<file path="src/rtl/serial_link_pkg.sv">
// Shared definitions for the parity serial link (transmitter and receiver).
// - tx_state_e : frame state machine encoding
// - line levels: START_BIT, STOP_BIT, LINE_IDLE
// - parity modes: EVEN, ODD
// - line_level(): serial level driven for a given state
package serial_link_pkg;

  typedef enum logic [2:0] {IDLE, START, DATA, PARITY, STOP} tx_state_e;

  localparam logic START_BIT = 1'b0;
  localparam logic STOP_BIT  = 1'b1;
  localparam logic LINE_IDLE = 1'b1;

  localparam int EVEN = 0;
  localparam int ODD  = 1;

  // Level on the line while in state s.
  // data_bit is the current LSB of the shift register.
  // par is the latched parity bit.
  function automatic logic line_level(tx_state_e s, logic data_bit, logic par);
    case (s)
      START:   return START_BIT;
      DATA:    return data_bit;
      PARITY:  return par;
      STOP:    return STOP_BIT;
      default: return LINE_IDLE;
    endcase
  endfunction

endpackage

</file>
<file path="src/rtl/bit_timer.sv">
// Bit-period timer: counts CLKS_PER_BIT cycles per serial bit.
// Ports:
//   clk   - system clock
//   reset - synchronous active-high reset
//   clr   - hold the counter at zero (line idle)
//   tick  - high on the last cycle of each bit period
module bit_timer #(
  parameter int CLKS_PER_BIT = 4
) (
  input  logic clk,
  input  logic reset,
  input  logic clr,
  output logic tick
);

  localparam int CW = (CLKS_PER_BIT > 1) ? $clog2(CLKS_PER_BIT) : 1;
  localparam logic [CW-1:0] LAST = CW'(CLKS_PER_BIT - 1);

  logic [CW-1:0] cnt;

  // With one clock per bit LAST is 0, so the tick is permanent and cnt stays 0.
  assign tick = (cnt == LAST);

  always_ff @(posedge clk) begin
    if (reset || clr || tick) cnt <= '0;
    else                      cnt <= cnt + CW'(1);
  end

endmodule

</file>
<file path="src/rtl/serial_parity_tx.sv">
// Parity-framed serial transmitter.
// Frame format: start(0), DATA_W data bits LSB-first, parity, stop(1).
// Ports:
//   clk, reset - clock, synchronous active-high reset
//   tx_data    - word to send, latched on the valid/ready handshake
//   tx_valid   - producer has a word
//   tx_ready   - idle, able to accept a word
//   tx_serial  - registered serial line, idles high
//   busy       - frame in progress
//   done       - pulse on the last cycle of the stop bit
module serial_parity_tx
  import serial_link_pkg::*;
#(
  parameter int DATA_W       = 8,
  parameter int CLKS_PER_BIT = 4,
  parameter int PARITY_ODD   = EVEN
) (
  input  logic              clk,
  input  logic              reset,
  input  logic [DATA_W-1:0] tx_data,
  input  logic              tx_valid,
  output logic              tx_ready,
  output logic              tx_serial,
  output logic              busy,
  output logic              done
);

  localparam int BW = $clog2(DATA_W + 1);
  localparam logic [BW-1:0] LAST_BIT = BW'(DATA_W - 1);

  tx_state_e         state_q, state_d;
  logic [DATA_W-1:0] shreg_q, shreg_d;
  logic [BW-1:0]     bit_q, bit_d;
  logic              par_q, par_d;
  logic              tick;

  bit_timer #(.CLKS_PER_BIT(CLKS_PER_BIT)) u_timer (
    .clk   (clk),
    .reset (reset),
    .clr   (state_q == IDLE),
    .tick  (tick)
  );

  always_comb begin
    state_d = state_q;
    shreg_d = shreg_q;
    bit_d   = bit_q;
    par_d   = par_q;
    case (state_q)
      IDLE: if (tx_valid && tx_ready) begin
        shreg_d = tx_data;
        // Reduction XOR gives even parity; XOR with the mode flips it to odd (XNOR).
        par_d   = (^tx_data) ^ 1'(PARITY_ODD);
        state_d = START;
      end
      START:  if (tick) state_d = DATA;
      DATA: if (tick) begin
        shreg_d = shreg_q >> 1;
        if (bit_q == LAST_BIT) begin
          bit_d   = '0;
          state_d = PARITY;
        end else begin
          bit_d = bit_q + BW'(1);
        end
      end
      PARITY: if (tick) state_d = STOP;
      STOP:   if (tick) state_d = IDLE;
      default: state_d = IDLE;
    endcase
  end

  // Line and handshake outputs are registered from next-state values,
  // so they change on the same edge as the state.
  always_ff @(posedge clk) begin
    if (reset) begin
      state_q   <= IDLE;
      shreg_q   <= '0;
      bit_q     <= '0;
      par_q     <= 1'b0;
      tx_serial <= LINE_IDLE;
      tx_ready  <= 1'b1;
      busy      <= 1'b0;
    end else begin
      state_q   <= state_d;
      shreg_q   <= shreg_d;
      bit_q     <= bit_d;
      par_q     <= par_d;
      tx_serial <= line_level(state_d, shreg_d[0], par_d);
      tx_ready  <= (state_d == IDLE);
      busy      <= (state_d != IDLE);
    end
  end

  // Decoded from registered state and timer count only.
  assign done = (state_q == STOP) && tick;

endmodule

</file>
<file path="config.mk">
export PLATFORM = sky130hd
export DESIGN_NAME = serial_parity_tx
export DESIGN_NICKNAME = d
export VERILOG_FILES = /design/src/rtl/serial_link_pkg.sv /design/src/rtl/bit_timer.sv /design/src/rtl/serial_parity_tx.sv
export SDC_FILE = /design/constraint.sdc
export NUM_CORES = 1
export LEC_CHECK = 0
export BUFFER_PORTS_ARGS = -buffer_cell sky130_fd_sc_hd__clkbuf_2
export CAP_MARGIN = 25
export CORE_ASPECT_RATIO = 1.25
export CORE_MARGIN = 3
export CORE_UTILIZATION = 30
export CTS_BUF_LIST = sky130_fd_sc_hd__clkbuf_4 sky130_fd_sc_hd__clkbuf_8 sky130_fd_sc_hd__clkbuf_16
export CTS_CLUSTER_SIZE = 8
export DETAILED_ROUTE_END_ITERATION = 10
export SLEW_MARGIN = 20
export SYNTH_ARGS = -nofsm -noshare
export SYNTH_HDL_FRONTEND = slang
export SYNTH_SLANG_ARGS = --single-unit
</file>
<file path="constraint.sdc">
create_clock -name clk -period 1.9 [get_ports clk]
set_clock_uncertainty 0.2 [all_clocks]
set_input_delay 0.57 -clock clk [delete_from_list [all_inputs] [get_ports clk]]
set_output_delay 0.57 -clock clk [all_outputs]
set_load 0.01 [all_outputs]
</file>
Yosys cells after proc, flatten, opt, wreduce, memory -nomap -nowiden

Index checks and enable logic that the tools add are counted.

Output and inout port bits: 4
Register bits: 21
Bits in writable memories: 0
Bits in latches: 0
Memories: 0
Word-level logic and storage cells: 47
Bits in read-only memories: 0

Muxes and demuxes: 14
Shift operators: 0
$mul: 0
Div/mod/pow operators: 0
Equal/unequal tests: 11
Add/subtract/negate cells: 2
Order comparisons: 0
Bitwise gates (word level): 0
Reductions and logical operators: 11

Operators by type and width:

| operator            | count |
|---|---|
| $mux 3              | 6 |
| $mux 8              | 2 |
| $pmux 8 s2          | 1 |
| $pmux 3 s5          | 1 |
| $eq 3x2->1 const B  | 4 |
| $reduce_xor 8->1    | 1 |
| $eq 3x1->1 const B  | 2 |
| $logic_not 3->1     | 2 |
| $add 4x1->4 const B | 1 |
| $eq 4x3->1 const B  | 1 |
| $mux 4              | 1 |
| $ne 2x2->1 const B  | 2 |
| $eq 3x3->1 const B  | 1 |
| $pmux 1 s3          | 1 |
| $reduce_and 3->1    | 1 |
| $reduce_bool 3->1   | 1 |
| $add 2x1->2 const B | 1 |
| $eq 2x2->1 const B  | 1 |
| $logic_and 1x1->1   | 2 |
| $logic_or 1x1->1    | 2 |
| $mux 1              | 2 |
| $reduce_and 2->1    | 1 |
| $reduce_bool 2->1   | 1 |

Logic depth before layout (Yosys ltp)

Depth in word-level cells: 6
Mapped depth: 6

Cells and area by module

Synthesis repeated with hierarchy kept, for this count alone.

Cells, all modules: 97
Area total of the unflattened synthesis: 947.2 sq um

Modules (own cells, without submodules):

| module           | area an instance (sq um) | times used | seq. area each (sq um) | cells each |
|---|---|---|---|---|
| serial_parity_tx | 867.1                    | 1          | 380.4                  | 92 |
| bit_timer        | 80.1                     | 1          | 40.0                   | 5 |

Worst setup path before layout

No wires, ideal clock.

Kind: register to register
Start: register u_timer.cnt[0]
End: register tx_serial
Slack: 0.230 ns
Required time: 1.564 ns
Buffers on the path: 0
Data arrival time: 1.334 ns
Stages on the path, launching flop included: 6
Cell sequence: dfxtp_1 ha_1 and4bb_4 a21oi_2 a221oi_2 o2111ai_2

Cells in the longest elaborated chain, start to end: 5
Elaborated cells between the ends (all ways): 12
Classes of those cells: 4 x eq/ne; 8 x mux

Ends and longest elaborated chain:

| what                                            | RTL line               | text |
|---|---|---|
| from (decl)                                     | bit_timer.sv:19        | `logic [CW-1:0] cnt;` |
| from (signal assigned)                          | bit_timer.sv:26        | `else cnt <= cnt + CW'(1);` |
| $eq 2x2->1 (*)                                  | bit_timer.sv:22        | `assign tick = (cnt == LAST);` |
| $mux 3 (on tied branches)                       | --                     |  |
| $pmux 3 s5                                      | serial_parity_tx.sv:49 | `case (state_q)` |
| $eq 3x2->1 / $eq 3x1->1 (equally long branches) | serial_link_pkg.sv:21  | `case (s)` |
| $pmux 1 s3 (*)                                  | serial_link_pkg.sv:21  |  |
| to (signal assigned)                            | serial_parity_tx.sv:88 | `tx_serial <= line_level(state_d, shreg_d[0], par_d);` |
| to (decl)                                       | serial_parity_tx.sv:23 | `output logic tx_serial,` |

Mark *: on every way between the ends. The rest lies on a longest branch, timed or not. The select of a mux whose other input is x is not followed.
A chain may end at the register's enable or synchronous reset.

Final worst setup path

Start: register u_timer.cnt[0]
End: output port done

Cells in the longest elaborated chain, start to end: 2

Ends and longest elaborated chain:

| what              | RTL line               | text |
|---|---|---|
| $eq 2x2->1        | bit_timer.sv:22        |  |
| $logic_and 1x1->1 | serial_parity_tx.sv:95 | `assign done = (state_q == STOP) && tick;` |
| to (decl)         | serial_parity_tx.sv:25 | `output logic done` |

No other way between the ends.

==> results by group <==
CTS
  • CTS tree: done
  • Clk buf depth: 2
  • Hold_buf cts: 0
  • Clock Latency Late Sink: 0.30 ns
  • Clock sink total: 21
  • Num CTS Buffers: 3
  • Clk slew on worst S/H paths: 0.11 ns
  • Root Driver: clkbuf_4
  • Number of H-tree levels: 1

Yosys
  • FF+latch count, synth: 21
  • Cell area after synthesis: 995 um^2
  • FFs w/ async S/R, synth: 0%
  • Post-synthesis cell type count: 37
  • Seq/Total Area, Yosys: 42.3%
  • Area share of the largest cell type after synthesis: 42.3%
  • Syn nets: 118
  • Post-synth EDFFs: 0
  • Mean Syn Cell Area: 9.47 um^2
  • Post-synth top area cell: dfxtp_1
  • Synth Instances: 105
  • Post-synth top flop: dfxtp_1
  • Leading post-synthesis cells by cell area: dfxtp_1, a21oi_1, xnor2_1, a22oi_1, nand2_1
  • Number of synthesis warnings: 0

Outcome
  • Run status: finished clean

Die
  • Std-Cell Rows: 22
  • Die area: 4050 um^2
  • Core box area: 3060 um^2
  • Starting density of the core: 32.6%
  • Die height: 70.4 um
  • Die W: 57.5 um
  • # IOs: 15

Setup path
  • Crit path cell chain: ha_4, and3_1, clkbuf_2
  • CP startpoint kind: flip-flop
  • Required time of the critical path: 1.13 ns
  • CP Capture Type: output port
  • Slowest Stage Delay on Critical Path: 0.35 ns
  • CP Data Arrival Time: 1.10 ns
  • CP Class: flip-flop to output port
  • WP buf/inv: 1
  • Top cell family by delay on the critical path: flip-flops
  • Crit path max fanout: 6
  • Slowest CP cell: dfxtp_2

Routing
  • DRC Markers: 0
  • DRT iter0 DRCs: 22
  • Vias/cell: 5.03
  • DRT Pass-1 Iters: 2
  • Routed vias: 804
  • Avg WL per Cell: 12.0 um
  • Detail Route Antenna Nets: 0
  • Drt total wl: 1.92 mm

STA
  • # setup viols final: 0
  • Setup WS post-layout: 0.0327 ns
  • Final min period: 1.87 ns
  • Final period util: 98.3%
  • RSZ-0062 raised after global routing: true
  • Slew margin rel.: 74.1%
  • Worst hold slack: 0.245 ns
  • Fmax achieved: 0.536 GHz
  • Max Slew Vio Count: 0
  • Worst Tran Pin Value: 0.387 ns
  • Endpoints failing hold: 0

Final layout
  • Diodes inserted: 0
  • Layout Utilization: 38.5%
  • Proportion of layout cells with a drive suffix above 1: 29.8%
  • Commonest non-fill, non-tap cell in the layout: dfxtp_1
  • Non-filler cells, final: 160
  • Layout fillers: 298
  • Net count, final: 138
  • Area grow syn2layout: 18.1%
  • Most frequent cells in the layout: dfxtp_1, clkbuf_2, a21oi_1, nand2_1

Hold path
  • Hold WC Path Type: flip-flop to flip-flop

Pwr
  • Power Total: 865 uW
  • Leak pwr: 0.463 nW
  • PwrDens: 736 nW/um^2
  • Worst IR Drop VDD: 0.587 mV

Placement
  • Gp weighted congestion: 0.727
  • PortBufs: 14
  • Cells after DPL: 155
  • Setup WS pre-CTS: 0.0592 ns
  • Hpwl dp: 1.46 mm

Global routing
  • Number of global-route vias before repair: 813
  • GRT Resource Usage Total: 11.0%
  • Global-route wire length before repair: 3.53 mm
  • Pin count of the biggest net entering global routing: 16
  • Initial antenna violation count: 0
  • Total gr overflow: 0

Run
  • Max_cap viols: 0
-- worst paths after layout --
check	start	end	slack, ns	cells after the start
min	u_timer.cnt[0]	u_timer.cnt[0]	0.25	1
max	u_timer.cnt[0]	done	0.03	3
min reg2reg	u_timer.cnt[0]	u_timer.cnt[0]	0.25	1
max reg2reg	u_timer.cnt[0]	bit_q[3]	0.17	5
-- registers in the layout, summed over array words and instances (netlist names) --
name / count
busy: 1
tx_ready: 1
shreg_q: 8
u_timer.cnt: 2
tx_serial: 1
bit_q: 4
state_q: 3
par_q: 1
-- where the power goes --
group / leakage (nW) / internal [mW] / switching, mW
clock: 0.0184 / 0.0961 / 0.132
combinational: 0.270 / 0.0760 / 0.0786
sequential: 0.174 / 0.466 / 0.0161
total: 0.463 / 0.638 / 0.226
-- layout make-up --
cell class	count	area (um^2)	area share [%]
Inverter	3	11.3	0.958
Sequential cell	21	430	36.6
Timing Repair Buffer	20	115	9.80
Multi-Input combinational cell	76	543	46.2
Clock buffer	4	30.0	2.56
Tap cell	36	45.0	3.83
-- cells in the mapped netlist, drive strengths merged (2+ instances only) --
library cell,number
and3b,2
a21oi,14
clkbuf,2
a22oi,6
and2,3
a211oi,2
xnor2,7
nor2,7
nand2,11
dfxtp,21
inv,3
buf,3
ha,2
nor4b,2
-- kinds of logic after synthesis --
kind of cell / after synthesis / synth area share (%)
muxes: 1 / 1.01
adders and majority gates: 2 / 2.52
DFF: 21 / 42.3
AOI/OAI and AO/OA: 28 / 19.7
and+or+nand+nor: 37 / 22.8
buffers and inverters: 8 / 4.65
xor gates and xnor gates: 8 / 7.04
-- per-stage QoR --
step | area, um^2 | setup TNS, ns
after global placement | 1110 | 0
after detailed placement | 1110 | 0
after floorplan | 995 | 0
after CTS | 1160 | 0
after global routing | 1170 | -0.0332
final | 1170 | 0
-- layer usage --
metal	GRT usage [%]	wire, um
met5	0	0
met4	2.32	8
met3	4.44	102
met2	18.7	924
met1	12.8	885
-- timing repair --
action / CTS / global route
resized for setup: 6 / 3
setup buffers: 0 / 1
pin swaps: 1 / 0
endpoints found under the setup margin: 1 / 2
gates cloned: 0 / 0
Note: power is estimated with default switching activity, not from simulation.
